`src/rtl/axi_err_responder_pkg.sv`:
```
// -----------------------------------------------------------------------------
// axi_err_responder_pkg
// Shared constants for the AXI4 terminating error responder: AXI response
// encodings, the ATOP bit that signals an owed R response, fixed AXI field
// widths, and a pointer-width helper for the transaction queues.
// -----------------------------------------------------------------------------
package axi_err_responder_pkg;

    // AXI4 xRESP encodings
    localparam logic [1:0] RESP_OKAY   = 2'b00;
    localparam logic [1:0] RESP_EXOKAY = 2'b01;
    localparam logic [1:0] RESP_SLVERR = 2'b10;
    localparam logic [1:0] RESP_DECERR = 2'b11;

    // AXI5 ATOP: bit 5 set means the atomic also returns read data on R
    localparam int unsigned ATOP_W      = 6;
    localparam int unsigned ATOP_R_RESP = 5;

    // AXI burst length field width
    localparam int unsigned LEN_W = 8;

    // Pointer width for a queue of the given depth (at least one bit)
    function automatic int unsigned ptr_width(input int unsigned depth);
        return (depth > 1) ? $clog2(depth) : 1;
    endfunction

endpackage

```
`src/rtl/axi_err_responder_fifo.sv`:
```
// -----------------------------------------------------------------------------
// axi_err_responder_fifo
// Registered (non fall-through) FIFO used for the write-ID and read queues.
// A pushed entry becomes visible at data_o on the cycle after the push.
// Callers must not push when full or pop when empty.
//
// Ports:
//   clk      in   clock
//   rst_n    in   asynchronous reset, active-high; empties the queue
//   push_i   in   write data_i at the tail
//   data_i   in   DataWidth  entry to store
//   pop_i    in   drop the head entry
//   full_o   out  Depth entries stored
//   empty_o  out  no entries stored
//   data_o   out  DataWidth  head entry (undefined while empty)
// -----------------------------------------------------------------------------
module axi_err_responder_fifo
    import axi_err_responder_pkg::*;
#(
    parameter int unsigned DataWidth = 8,
    parameter int unsigned Depth     = 8
) (
    input  logic                 clk,
    input  logic                 rst_n,
    input  logic                 push_i,
    input  logic [DataWidth-1:0] data_i,
    input  logic                 pop_i,
    output logic                 full_o,
    output logic                 empty_o,
    output logic [DataWidth-1:0] data_o
);

    localparam int unsigned PtrW = ptr_width(Depth);
    localparam int unsigned CntW = $clog2(Depth + 1);

    logic [DataWidth-1:0] mem_q [Depth];
    logic [PtrW-1:0]      wr_ptr_q, wr_ptr_d;
    logic [PtrW-1:0]      rd_ptr_q, rd_ptr_d;
    logic [CntW-1:0]      cnt_q, cnt_d;

    assign full_o  = (cnt_q == CntW'(Depth));
    assign empty_o = (cnt_q == '0);
    assign data_o  = mem_q[rd_ptr_q];

    always_comb begin
        wr_ptr_d = wr_ptr_q;
        rd_ptr_d = rd_ptr_q;
        cnt_d    = cnt_q;
        // Explicit wrap so non power-of-two depths work
        if (push_i) begin
            wr_ptr_d = (wr_ptr_q == PtrW'(Depth - 1)) ? '0 : wr_ptr_q + 1'b1;
        end
        if (pop_i) begin
            rd_ptr_d = (rd_ptr_q == PtrW'(Depth - 1)) ? '0 : rd_ptr_q + 1'b1;
        end
        case ({push_i, pop_i})
            2'b10:   cnt_d = cnt_q + 1'b1;
            2'b01:   cnt_d = cnt_q - 1'b1;
            default: cnt_d = cnt_q;
        endcase
    end

    always_ff @(posedge clk or posedge rst_n) begin
        if (rst_n) begin
            wr_ptr_q <= '0;
            rd_ptr_q <= '0;
            cnt_q    <= '0;
        end else begin
            wr_ptr_q <= wr_ptr_d;
            rd_ptr_q <= rd_ptr_d;
            cnt_q    <= cnt_d;
        end
    end

    // Storage carries no reset so it can map onto distributed/block RAM;
    // the counters above are what define emptiness.
    always_ff @(posedge clk) begin
        if (push_i) begin
            mem_q[wr_ptr_q] <= data_i;
        end
    end

endmodule

```
`src/rtl/axi_err_responder.sv`:
```
// -----------------------------------------------------------------------------
// axi_err_responder
// AXI4 terminating slave. Accepts every request, sinks all write data and
// answers every transaction with a fixed response code (RespVal) and fixed read
// data (RespData). Responses come back strictly in acceptance order.
//
// Ports:
//   clk, rst_n                     clock; asynchronous active-high reset
//   aw_valid/aw_ready, aw_id,
//   aw_len, aw_atop                write address channel
//   w_valid/w_ready, w_last        write data channel (data itself discarded)
//   b_valid/b_ready, b_id, b_resp  write response channel
//   ar_valid/ar_ready, ar_id,
//   ar_len                         read address channel
//   r_valid/r_ready, r_id, r_data,
//   r_resp, r_last                 read data channel
//
// Every output, readies included, is forced low while rst_n is high.
// -----------------------------------------------------------------------------
module axi_err_responder
    import axi_err_responder_pkg::*;
#(
    parameter int unsigned AxiIdWidth   = 4,
    parameter int unsigned AxiDataWidth = 64,
    parameter int unsigned MaxTrans     = 8,
    parameter logic [1:0]  RespVal      = RESP_DECERR,
    parameter logic [63:0] RespData     = 64'hCA11_AB1E_BAD_CAB1E
) (
    input  logic                    clk,
    input  logic                    rst_n,
    // AW
    input  logic                    aw_valid,
    output logic                    aw_ready,
    input  logic [AxiIdWidth-1:0]   aw_id,
    input  logic [LEN_W-1:0]        aw_len,
    input  logic [ATOP_W-1:0]       aw_atop,
    // W
    input  logic                    w_valid,
    output logic                    w_ready,
    input  logic                    w_last,
    // B
    output logic                    b_valid,
    input  logic                    b_ready,
    output logic [AxiIdWidth-1:0]   b_id,
    output logic [1:0]              b_resp,
    // AR
    input  logic                    ar_valid,
    output logic                    ar_ready,
    input  logic [AxiIdWidth-1:0]   ar_id,
    input  logic [LEN_W-1:0]        ar_len,
    // R
    output logic                    r_valid,
    input  logic                    r_ready,
    output logic [AxiIdWidth-1:0]   r_id,
    output logic [AxiDataWidth-1:0] r_data,
    output logic [1:0]              r_resp,
    output logic                    r_last
);

    localparam int unsigned RqW = AxiIdWidth + LEN_W;
    // Cast truncates or zero-extends the 64-bit pattern to the bus width
    localparam logic [AxiDataWidth-1:0] RDataFixed = AxiDataWidth'(RespData);

    logic active;
    logic aw_atomic;
    logic aw_hs, w_hs, b_hs, ar_hs, r_hs;

    logic                  wq_push, wq_pop, wq_full, wq_empty;
    logic [AxiIdWidth-1:0] wq_head;

    logic                  rq_push, rq_pop, rq_full, rq_empty;
    logic [RqW-1:0]        rq_din, rq_head;
    logic [AxiIdWidth-1:0] rq_head_id;
    logic [LEN_W-1:0]      rq_head_len;

    logic                  br_valid_q, br_valid_d;
    logic [AxiIdWidth-1:0] br_id_q, br_id_d;
    logic [LEN_W-1:0]      cnt_q, cnt_d;

    assign active    = !rst_n;
    assign aw_atomic = aw_atop[ATOP_R_RESP];

    // ------------------------------------------------------------------
    // Handshakes
    // ------------------------------------------------------------------
    // An atomic AW needs room in both queues since it also owes an R burst.
    assign aw_ready = active && !wq_full && (!aw_atomic || !rq_full);
    // A pending atomic AW owns the RQ push port this cycle, so AR waits.
    assign ar_ready = active && !rq_full && !(aw_valid && aw_atomic);
    // W is only taken once its AW is queued and the B slot can take the result.
    assign w_ready  = active && !wq_empty && (!br_valid_q || b_ready);

    assign aw_hs = aw_valid && aw_ready;
    assign ar_hs = ar_valid && ar_ready;
    assign w_hs  = w_valid  && w_ready;
    assign b_hs  = b_valid  && b_ready;
    assign r_hs  = r_valid  && r_ready;

    // ------------------------------------------------------------------
    // Transaction queues
    // ------------------------------------------------------------------
    assign wq_push = aw_hs;
    assign wq_pop  = w_hs && w_last;

    assign rq_push = (aw_hs && aw_atomic) || ar_hs;
    assign rq_din  = (aw_hs && aw_atomic) ? {aw_id, aw_len} : {ar_id, ar_len};
    assign rq_pop  = r_hs && r_last;

    assign {rq_head_id, rq_head_len} = rq_head;

    axi_err_responder_fifo #(
        .DataWidth (AxiIdWidth),
        .Depth     (MaxTrans)
    ) u_wq (
        .clk     (clk),
        .rst_n   (rst_n),
        .push_i  (wq_push),
        .data_i  (aw_id),
        .pop_i   (wq_pop),
        .full_o  (wq_full),
        .empty_o (wq_empty),
        .data_o  (wq_head)
    );

    axi_err_responder_fifo #(
        .DataWidth (RqW),
        .Depth     (MaxTrans)
    ) u_rq (
        .clk     (clk),
        .rst_n   (rst_n),
        .push_i  (rq_push),
        .data_i  (rq_din),
        .pop_i   (rq_pop),
        .full_o  (rq_full),
        .empty_o (rq_empty),
        .data_o  (rq_head)
    );

    // ------------------------------------------------------------------
    // B slot and R beat counter
    // ------------------------------------------------------------------
    always_comb begin
        br_valid_d = br_valid_q;
        br_id_d    = br_id_q;
        // A reload in the same cycle as the handshake wins over the clear.
        if (b_hs) begin
            br_valid_d = 1'b0;
        end
        if (wq_pop) begin
            br_valid_d = 1'b1;
            br_id_d    = wq_head;
        end

        cnt_d = cnt_q;
        if (r_hs) begin
            cnt_d = r_last ? '0 : cnt_q + 1'b1;
        end
    end

    always_ff @(posedge clk or posedge rst_n) begin
        if (rst_n) begin
            br_valid_q <= 1'b0;
            br_id_q    <= '0;
            cnt_q      <= '0;
        end else begin
            br_valid_q <= br_valid_d;
            br_id_q    <= br_id_d;
            cnt_q      <= cnt_d;
        end
    end

    // ------------------------------------------------------------------
    // Outputs
    // ------------------------------------------------------------------
    assign b_valid = active && br_valid_q;
    assign b_id    = active ? br_id_q : '0;
    assign b_resp  = active ? RespVal : 2'b00;

    assign r_valid = active && !rq_empty;
    // Head payload is only meaningful with r_valid; keep the bus clean otherwise.
    assign r_id    = r_valid ? rq_head_id : '0;
    assign r_last  = r_valid && (cnt_q == rq_head_len);
    assign r_data  = active ? RDataFixed : '0;
    assign r_resp  = active ? RespVal : 2'b00;

endmodule

```
`config.mk`:
```
export PLATFORM = sky130hd
export DESIGN_NAME = axi_err_responder
export DESIGN_NICKNAME = d
export VERILOG_FILES = /design/src/rtl/axi_err_responder_pkg.sv /design/src/rtl/axi_err_responder_fifo.sv /design/src/rtl/axi_err_responder.sv
export SDC_FILE = /design/constraint.sdc
export NUM_CORES = 1
export LEC_CHECK = 0
export BUFFER_PORTS_ARGS = -buffer_cell sky130_fd_sc_hd__buf_2
export CORE_MARGIN = 1
export CORE_UTILIZATION = 55
export CTS_CLUSTER_DIAMETER = 40
export DETAILED_ROUTE_END_ITERATION = 10
export GPL_TIMING_DRIVEN = 1
export MAX_ROUTING_LAYER = met4
export PLACE_DENSITY_LB_ADDON = 0.05
export SYNTH_ARGS = -nofsm -noshare
export SYNTH_HDL_FRONTEND = slang
export SYNTH_HIERARCHICAL = 1
export SYNTH_SLANG_ARGS = --single-unit
```
`constraint.sdc`:
```
create_clock -name clk -period 4.1 [get_ports clk]
set_input_delay 0.41 -clock clk [delete_from_list [all_inputs] [get_ports clk]]
set_output_delay 0.41 -clock clk [all_outputs]
set_load 0.05 [all_outputs]
```
==> run summary <==
======================================================================================================
First-pass GRT wire length                                                                     20.6 mm
Number of synthesis warnings                                                                         6
Worst setup skew after layout                                                               0.00794 ns
Worst vdd rail ir drop                                                                          416 uV
Share of the yosys chip area belonging to registers                                              60.4%
Overflow left after global routing                                                                   0
Clock transition at the register clock pins on the worst setup and hold paths after CTS        0.06 ns
Pre-CTS setup slack                                                                           0.450 ns
Critical Path AT                                                                               3.88 ns
Hold Crit Class                                                                           input pin to async pin
Netlist area before placement                                                               7730 sq um
Max-slew violations                                                                                  0
Post-route clock period utilization                                                              88.0%
Number of global-route vias before repair                                                         3888
Number of I/O pins                                                                                 120
Flops & latches, synth                                                                             161
Worst endpoint required time                                                                   4.38 ns
Port Buffer Count                                                                                   84
Number of sinks handled by clock tree synthesis                                                    161
Effective utilization at floorplan                                                               57.5%
Max FO, Critical Path                                                                               27
Post-CTS Repair Setup Buffers                                                                        0
Sum of net half-perimeters after detailed placement                                            8.33 mm
Headroom to the max-slew limit                                                                   31.1%
Distinct cell type count of the synthesized netlist                                                 50
Routed met2 length                                                                             6.20 mm
Setup slack after layout                                                                      0.492 ns
Number of DRC markers after the initial detailed-route iteration                                   284
Hold Fails Final Rpt                                                                                 0
Detailed-route wire length on metal 1                                                          6.17 mm
TritonCTS Buffers                                                                                   17
Clock tree from TritonCTS                                                                         done
Hold Buf Count CTS                                                                                   0
Number of setup violations in the final report                                                       0
Clock insertion delay at the later pin of the skew report                                      0.41 ns
Pin count of the biggest net entering global routing                                                48
Final instance count without filler cells                                                          730
Total routing resource utilization after global routing                                          20.2%
Die area                                                                                   14500 sq um
Drt drc                                                                                              0
Resize count post-CTS                                                                                0
RSZ-0062 raised after global routing                                                             false
CP Class                                                                                  flip-flop to flip-flop
Routed via count divided by cell count                                                            5.47
ANT nets after route                                                                                 0
Core box area                                                                              13500 sq um
Number of antenna cells inserted                                                                     0
Number of max-capacitance violations reported                                                        0
Area growth syn-to-layout                                                                        10.4%
Highest metal layer with signal wires                                                             met4
Leakage power of the design                                                                    3.18 nW
Cell at the root of the clock tree                                                           clkbuf_16
Post-detailed-route wirelength per cell                                                        17.9 um
Crit path launch type                                                                        flip-flop
RD Place Congestion                                                                              0.796
CTS Buffer Depth                                                                                     2
Number of instances in the placed design                                                           698
Detailed route wirelength on metal3                                                             650 um
Setup crit end kind                                                                          flip-flop
Maximum clock rate                                                                             277 MHz
Time the final worst path needs with I/O delays and setup                                      3.61 ns
Total routed wirelength                                                                        13.1 mm
Die outline width                                                                               121 um
Num rows                                                                                            42
Outcome                                                                                   complete, no violations
Transition time at the pin with the least slew margin                                          1.03 ns
Number of antenna violations at the first check in global routing                                    0
H-tree level count                                                                                   4
Per-instance average area after synthesis                                                   16.1 sq um
Setup tns final                                                                                   0 ns
Count of TritonRoute iterations in the first routing pass                                            4
Share of cells above drive strength 1                                                            34.3%
Net count, final                                                                                   594
Floorplan die height                                                                            121 um
Count of mapped cells out of synthesis                                                             481
Power density relative to cell area                                                        574 nW/um^2
Routed vias                                                                                       3996
======================================================================================================
-- sequential cells by signal (all words and copies together), names as in the netlist --
name	cells
u_rq/cnt_q	4
br_id_q	4
u_rq/mem_q	96
cnt_q	8
u_wq/wr_ptr_q	3
u_wq/cnt_q	4
u_wq/rd_ptr_q	3
br_valid_q	1
u_rq/wr_ptr_q	3
u_rq/rd_ptr_q	3
u_wq/mem_q	32
-- kinds of logic (layout without fill, tap and decap cells) --
family | Yosys count | after routing | synth area share [%]
compound gates | 29 | 29 | 2.90
xor+xnor | 18 | 18 | 2.04
fa+ha+maj | 15 | 15 | 2.43
buf+inv | 96 | 140 | 8.76
flops | 161 | 161 | 60.4
mux | 79 | 79 | 17.3
other cells | 1 | 30 | 0.0485
simple gates | 82 | 82 | 6.18
-- final timing paths --
path,start,end,slack [ns],cells after the start
worst max register to register,u_rq/rd_ptr_q[0],u_rq/cnt_q[3],0.49,10
worst max-delay path,u_rq/rd_ptr_q[0],u_rq/cnt_q[3],0.49,10
worst min-delay path,rst_n,u_rq/cnt_q[1],0.17,2
worst min register to register,br_id_q[3],br_id_q[3],0.50,1
min in group clk,aw_id[3],u_wq/mem_q[6][3],0.29,1
max in group asynchronous,rst_n,br_id_q[2],3.00,3
-- cell type report --
cell class                 instances  area [sq um]
clock buffer                      20           437
clock inverter                    12           134
fill                            1032          4920
inverter                          11          41.3
multi-input combinational        253          2500
sequential                       161          4670
tap                              176           220
timing repair buffer              97           531
-- cell usage in the layout, fill, tap and decap left out, types with 6 or more instances in the layout --
cell type and instances:
a21oi_1 8, conb_1 30, nand2b_1 7, o21ai_0 6, xnor2_1 16, mux2_2 45
buf_4 12, nor2b_1 7, mux4_2 9, dfrtp_1 33, ha_1 15, nand2_1 13
clkbuf_16 17, edfxtp_1 128, nor3_1 6, buf_2 84, inv_1 11, mux4_1 23
nor2_1 19
-- synthesized netlist by cell type (all sizes together) --
library cell,n,area (sq um)
nor2,19,71.3
dfrtp,33,826
or2b,1,7.51
nand3b,2,15.0
nor4b,2,17.5
or3b,3,28.8
nor4,4,25.0
mux2i,2,20.0
buf,80,617
nand3,1,5.00
nand4bb,1,27.5
o41ai,2,17.5
o21ai,7,35.0
or4b,2,20.0
xor2,2,17.5
and3,2,12.5
nand4,2,12.5
mux4,32,807
nand2,13,48.8
nand2b,7,43.8
edfxtp,128,3840
nor3b,1,12.5
nor3,8,40.0
inv,11,41.3
a211oi,3,27.5
ha,15,188
and2,5,31.3
a2111oi,2,42.5
conb,1,3.75
or4,2,15.0
xnor2,16,140
a21o,3,22.5
o221ai,2,23.8
clkbuf,5,18.8
a21oi,8,40.0
nor2b,7,43.8
mux2,45,507
o21a,2,15.0
-- through the flow --
stage / hold slack (ns) / area [sq um] / power, mW / util (%)
CTS: 0.176 / 8540 / 4.94 / 63.4
detailed placement: 0.490 / 7970 / 3.43 / 59.2
global route: 0.205 / 8540 / 5.14 / 63.4
global placement: 0.485 / 7970 / 3.39 / 59.2
finish: 0.173 / 8540 / 4.90 / 63.4
floorplan: 0.250 / 7840 / 3.21 / -
-- worst max-delay path, cell delays in order, from the launching register on --
cell and delay, ns:
dfrtp_1 0.37, buf_12 0.21, mux4_1 0.59, mux2_2 0.32
xnor2_1 0.17, nand4_1 0.15, nor3_1 0.36, ha_1 0.33
or3b_1 0.42, a2111oi_2 0.38, o221ai_1 0.17
-- per-layer routing --
| layer | vias up | GRT usage (%) |
|---|---|---|
| met2 | 138 | 30.8 |
| li1 | 1858 | - |
| met3 | 4 | 4.76 |
| met1 | 1996 | 27.7 |
| met5 | - | - |
| met4 | 0 | 5.25 |
-- report_power, final --
part / total, mW / switching [mW] / internal, mW
sequential: 2.25 / 0.232 / 2.02
clock: 1.51 / 0.606 / 0.901
combinational: 1.14 / 0.643 / 0.497
(Power assumes the default switching activity.)
